File: src/rtl/dmem_arb_pkg.sv
// Shared types and sizing helpers for the data-memory port arbiter.
// Owner encoding doubles as the read-return tag.
package dmem_arb_pkg;

   typedef enum logic [1:0] {OWN_IDLE, OWN_C, OWN_H} owner_t;

   localparam int MAX_BURST_DFLT = 4;
   localparam int BEAT_CNT_W     = $clog2(MAX_BURST_DFLT);

   // Counter width that still works when MAX_BURST is 1 or 2
   function automatic int beatCntWidth(input int maxBurst);
      return (maxBurst > 2) ? $clog2(maxBurst) : 1;
   endfunction

endpackage

File: src/rtl/rr_pick2.sv
// Two-way round-robin picker: resolves ties with a pointer that moves to
// the other requester whenever a burst is released.
module rr_pick2 (
   input  logic clk,
   input  logic reset,
   input  logic req_c_i,
   input  logic req_h_i,
   input  logic release_i,
   input  logic rel_from_c_i,
   output logic pick_c_o,
   output logic pick_h_o
);

   logic ptrH_q;
   logic ptrH_d;

   always_ff @(posedge clk) begin
      if (reset) begin
         ptrH_q <= 1'b0;
      end else begin
         ptrH_q <= ptrH_d;
      end
   end

   always_comb begin
      ptrH_d = ptrH_q;
      if (release_i) begin
         ptrH_d = rel_from_c_i;
      end
   end

   assign pick_c_o = req_c_i & (~req_h_i | ~ptrH_q);
   assign pick_h_o = req_h_i & (~req_c_i |  ptrH_q);

endmodule

File: src/rtl/dmem_port_arbiter.sv
// Shares one synchronous data-memory port between the core (C) and the host
// bridge (H) with burst-locked, round-robin ownership and 1-cycle read return.
module dmem_port_arbiter
   import dmem_arb_pkg::*;
#(
   parameter int ADDR_W    = 32,
   parameter int DATA_W    = 32,
   parameter int MAX_BURST = MAX_BURST_DFLT
) (
   input  logic              clk,
   input  logic              reset,
   input  logic              c_req,
   input  logic              c_we,
   input  logic              c_last,
   input  logic [ADDR_W-1:0] c_addr,
   input  logic [DATA_W-1:0] c_wdata,
   output logic              c_gnt,
   output logic              c_rvalid,
   output logic [DATA_W-1:0] c_rdata,
   input  logic              h_req,
   input  logic              h_we,
   input  logic              h_last,
   input  logic [ADDR_W-1:0] h_addr,
   input  logic [DATA_W-1:0] h_wdata,
   output logic              h_gnt,
   output logic              h_rvalid,
   output logic [DATA_W-1:0] h_rdata,
   output logic [ADDR_W-1:0] mem_addr,
   output logic [DATA_W-1:0] mem_wdata,
   output logic              mem_we,
   output logic              mem_re,
   input  logic [DATA_W-1:0] mem_rdata,
   output logic              burst_overrun
);

   localparam int              CNT_W    = beatCntWidth(MAX_BURST);
   localparam logic [CNT_W-1:0] LAST_CNT = CNT_W'(MAX_BURST - 1);

   owner_t           state_q, state_d;
   owner_t           rdTag_q, rdTag_d;
   logic [CNT_W-1:0] beatCnt_q, beatCnt_d;
   logic             overrun_q, overrun_d;

   logic ownC, ownH;
   logic selReq, selWe, selLast, otherReq;
   logic accept, relBurst, pickC, pickH;

   assign ownC = (state_q == OWN_C);
   assign ownH = (state_q == OWN_H);

   always_comb begin
      selReq   = ownC ? c_req  : (ownH ? h_req  : 1'b0);
      selWe    = ownC ? c_we   : (ownH ? h_we   : 1'b0);
      selLast  = ownC ? c_last : (ownH ? h_last : 1'b0);
      otherReq = ownC ? h_req  : c_req;
   end

   // Nothing reaches memory while reset is held, even if a burst was open
   assign accept   = selReq & ~reset;
   assign relBurst = accept & (selLast | (beatCnt_q == LAST_CNT));

   assign mem_addr  = ownH ? h_addr  : c_addr;
   assign mem_wdata = ownH ? h_wdata : c_wdata;
   assign mem_we    = accept &  selWe;
   assign mem_re    = accept & ~selWe;

   rr_pick2 u_pick (
      .clk          (clk),
      .reset        (reset),
      .req_c_i      (c_req),
      .req_h_i      (h_req),
      .release_i    (relBurst),
      .rel_from_c_i (ownC),
      .pick_c_o     (pickC),
      .pick_h_o     (pickH)
   );

   always_ff @(posedge clk) begin
      if (reset) begin
         state_q   <= OWN_IDLE;
         rdTag_q   <= OWN_IDLE;
         beatCnt_q <= '0;
         overrun_q <= 1'b0;
      end else begin
         state_q   <= state_d;
         rdTag_q   <= rdTag_d;
         beatCnt_q <= beatCnt_d;
         overrun_q <= overrun_d;
      end
   end

   always_comb begin
      state_d   = state_q;
      rdTag_d   = OWN_IDLE;
      beatCnt_d = beatCnt_q;
      overrun_d = 1'b0;
      if (accept) begin
         rdTag_d   = selWe ? OWN_IDLE : state_q;
         beatCnt_d = beatCnt_q + 1'b1;
      end
      case (state_q)
         OWN_IDLE: begin
            if (pickC) begin
               state_d = OWN_C;
            end else if (pickH) begin
               state_d = OWN_H;
            end
         end
         default: begin
            // Handoff skips the bubble when the other side is already waiting
            if (relBurst) begin
               beatCnt_d = '0;
               overrun_d = ~selLast;
               if (otherReq) begin
                  state_d = ownC ? OWN_H : OWN_C;
               end else begin
                  state_d = OWN_IDLE;
               end
            end
         end
      endcase
   end

   assign c_gnt         = ownC & ~reset;
   assign h_gnt         = ownH & ~reset;
   assign c_rvalid      = (rdTag_q == OWN_C) & ~reset;
   assign h_rvalid      = (rdTag_q == OWN_H) & ~reset;
   assign c_rdata       = mem_rdata;
   assign h_rdata       = mem_rdata;
   assign burst_overrun = overrun_q & ~reset;

endmodule

File: config.mk
export PLATFORM = sky130hd
export DESIGN_NAME = dmem_port_arbiter
export DESIGN_NICKNAME = d
export VERILOG_FILES = /design/src/rtl/dmem_arb_pkg.sv /design/src/rtl/rr_pick2.sv /design/src/rtl/dmem_port_arbiter.sv
export SDC_FILE = /design/constraint.sdc
export NUM_CORES = 1
export LEC_CHECK = 0
export BUFFER_PORTS_ARGS = -buffer_cell sky130_fd_sc_hd__buf_2
export CAP_MARGIN = 20
export CORE_AREA = 2 2 116 118
export CTS_BUF_LIST = sky130_fd_sc_hd__clkbuf_8
export CTS_CLUSTER_SIZE = 40
export DETAILED_ROUTE_END_ITERATION = 7
export DIE_AREA = 0 0 118 120
export SETUP_SLACK_MARGIN = 0.5
export SLEW_MARGIN = 20
export SYNTH_ARGS = -nofsm -noshare
export SYNTH_HDL_FRONTEND = slang
export SYNTH_SLANG_ARGS = --single-unit
File: constraint.sdc
create_clock -name clk -period 1.8 [get_ports clk]
set_input_delay 0 -clock clk [delete_from_list [all_inputs] [get_ports clk]]
set_output_delay 0 -clock clk [all_outputs]
set_load 0.01 [all_outputs]
==> run summary <==
status - finished, final reports clean
endpoints failing setup - 0
Leakage - 0.002037 uW
Worst Tran Pin Value - 0.2453 ns
vias in the first global route - 2164
via density per instance - 3.965
Sequential Power Share - 7.2%
EDFF count, synth - 0
Synth area leaders - nand2_1, buf_4, dfxtp_1, buf_2, clkbuf_1
Final #Nets - 657
CP Capture Type - flop
Clk network pwr share - 7.3%
DR iter-0 viols - 102
fmax - 671.3 MHz
Setup Skew - 0.002221 ns
TNS Setup - 0 ns
row count - 42
First-pass DRT Iterations - 4
clock-pin slew on the worst setup and hold paths - 0.04 ns
VDD IR max - 0.6197 mV
worst r2r dst - beatCnt_q[0]
RePlAce Congestion - 0.8127
WL final - 9.587 mm
global-route wire length before repair - 12.02 mm
RSZ-0062 raised after global routing - yes
fin util - 27.80%
# DRC - 0
Worst Hold Depth - 0
total power - 3057 uW
Internal - 1632 uW
Syn Std Cell Area - 1744 um^2
critical path peak fanout - 7
syn_area_per_cell - 5.350 um^2
Post-synth ARST share - 0%
yosys synthesis warning count - 0
initial antenna violation count - 0
clk root buf - clkbuf_8
top sig layer - met4
Met1 Wirelength - 4.098 mm
Ports - 303
Die Height - 120 um
Seq/Total Area, Yosys - 9.182%
clock insertion delay at the later pin of the skew report - 0.24 ns
CP arrival - 1.67 ns
largest net degree at the start of global routing - 35
Synth area leader - nand2_1
post-detail-place hpwl - 5.314 mm
Main synth FF type - dfxtp_1
Worst Reg-to-Reg Cells - 5
WL met3 - 794 um
Syn Nets - 495
Pwr Density - 847.1 nW/um^2
DR WL/cell - 14.48 um
initial cell density of the core - 13.44%
core area - 12980 um^2
Hold WC Path Type - in2out
Synth top area share - 41.97%
CTS H-Tree Depth - 1
Area Growth Syn to Fin - 106.9%
minimum clock period - 1.490 ns
r2r setup slk - 0.31 ns
Worst Setup Start Kind - flop
Rel. slew slack - 83.65%
Slew Limit Fails - 0
hold_sp - mem_rdata[9]
IO buf count - 206
clk sinks - 8
critical path class - reg2reg
hold endpoint - h_rdata[9]
ANT nets after route - 0
Hold Violations, Final - 0
share of cells above drive strength 1 - 72.43%
CTS Buf Count - 3
total gr overflow - 0
ANT cells - 0
switch share - 46.61%
Chip Width - 118 um
overall routing resource usage - 11.06%
vias - 2625
clock tree buffer depth - 2
met2 wire len - 4.521 mm
CTS tree - yes
Comb power frac - 85.5%
switching power total - 1425 uW
CP required - 1.98 ns
final critical-path share of the clock period - 82.75%
Max Cap Viol - 0
Cell variety after synth - 31
FF-to-FF Start - state_q[1]
register bit total from synthesis - 8
die footprint - 14160 um^2
post-synthesis cell count - 326
metrics by stage:
| step | std cells | cell area, um^2 | setup WS, ns | hold WS (ns) |
|---|---|---|---|---|
| 2_1_floorplan | 326 | 1762 | 0.4372 | 0.09177 |
| 3_3_place_gp | 632 | 2514 | 0.2678 | 0.0001003 |
| 3_5_place_dp | 632 | 2514 | 0.2518 | 0.0001003 |
| 4_1_cts | 656 | 2963 | 0.3298 | 0.0001003 |
| 5_1_grt | 662 | 3608 | 0.2495 | 0.00002248 |
| 6_report | 662 | 3608 | 0.3104 | 0.000004901 |
flip-flops by register name, indices dropped and copies added (netlist names):
register / flops
state_q: 2
rdTag_q: 2
beatCnt_q: 2
overrun_q: 1
u_pick.ptrH_q: 1
synthesized netlist by cell type, types with 2 or more instances:
master    number
nand2_1      195
buf_4         65
dfxtp_1        8
buf_2          7
clkbuf_1       7
nor2_1         5
o21ai_0        4
a21oi_1        3
nor2b_1        3
nor3b_1        3
a221oi_1       2
a32o_1         2
and2_1         2
inv_1          2
nand3_1        2
routing by layer:
metal,global-route usage [%],vias to the layer above
met2,18.60,172
met4,3.012,0
met5,0,-
li1,-,1269
met3,2.804,21
met1,14.03,1163
critical path: stages, from the launching register on:
cell	delay [ns]
dfxtp_4	0.36
nor2b_4	0.15
buf_6	0.12
a221o_1	0.35
or3_1	0.33
a21oi_2	0.11
cells by family (layout without fill, tap and decap cells):
group | after synthesis | after routing | synth area share [%]
adders and majority gates | 1 | 1 | 0.7172
buffers and inverters | 84 | 244 | 33.07
DFF | 8 | 8 | 9.182
AOI/OAI and AO/OA | 18 | 18 | 7.820
and+or+nand+nor | 215 | 215 | 49.21
how the worst max path moves through the flow:
stage / startpoint / end
after global placement: state_q[0] / state_q[0]
final: state_q[1] / beatCnt_q[0]
after floorplan: state_q[0] / beatCnt_q[0]
after global routing: state_q[1] / beatCnt_q[0]
after detailed placement: state_q[0] / state_q[0]
after CTS: state_q[1] / beatCnt_q[0]
layout make-up:
type	instances	area, um^2
inverters	2	7.507
multi-input cells	234	1494
flip-flops and latches	8	167.7
repair buffers	239	1678
clock buffers	3	41.29
well taps	176	220.2
fillers	1398	9371
timing repair:
item,CTS,global route
pin swaps,8,98
setup endpoints to repair,74,74
buffers inserted,14,3
resized for setup,38,149
hold buffers,0,0
cloned,7,3
power by group through the flow:
stage          clock network (uW)  logic [uW]  registers [uW]
6_report                      225        2610             219
5_1_grt                       233        2800             221
4_1_cts                       225        2050             217
3_5_place_dp                    0        1470             221
3_3_place_gp                    0        1470             220
2_1_floorplan                   0         996             205
placed cells by master (no fill, tap or decap), types with 3 or more instances in the layout:
master | netlist | layout
buf_2 | 7 | 185
nand2_2 | 0 | 58
buf_4 | 65 | 12
o21ai_0 | 4 | 3
nand2_4 | 0 | 37
clkbuf_8 | 0 | 3
buf_12 | 0 | 5
buf_6 | 1 | 27
buf_16 | 0 | 7
nor2_1 | 5 | 5
dfxtp_1 | 8 | 6
nand2_1 | 195 | 100
No activity file was read; power rests on OpenSTA's default activity.
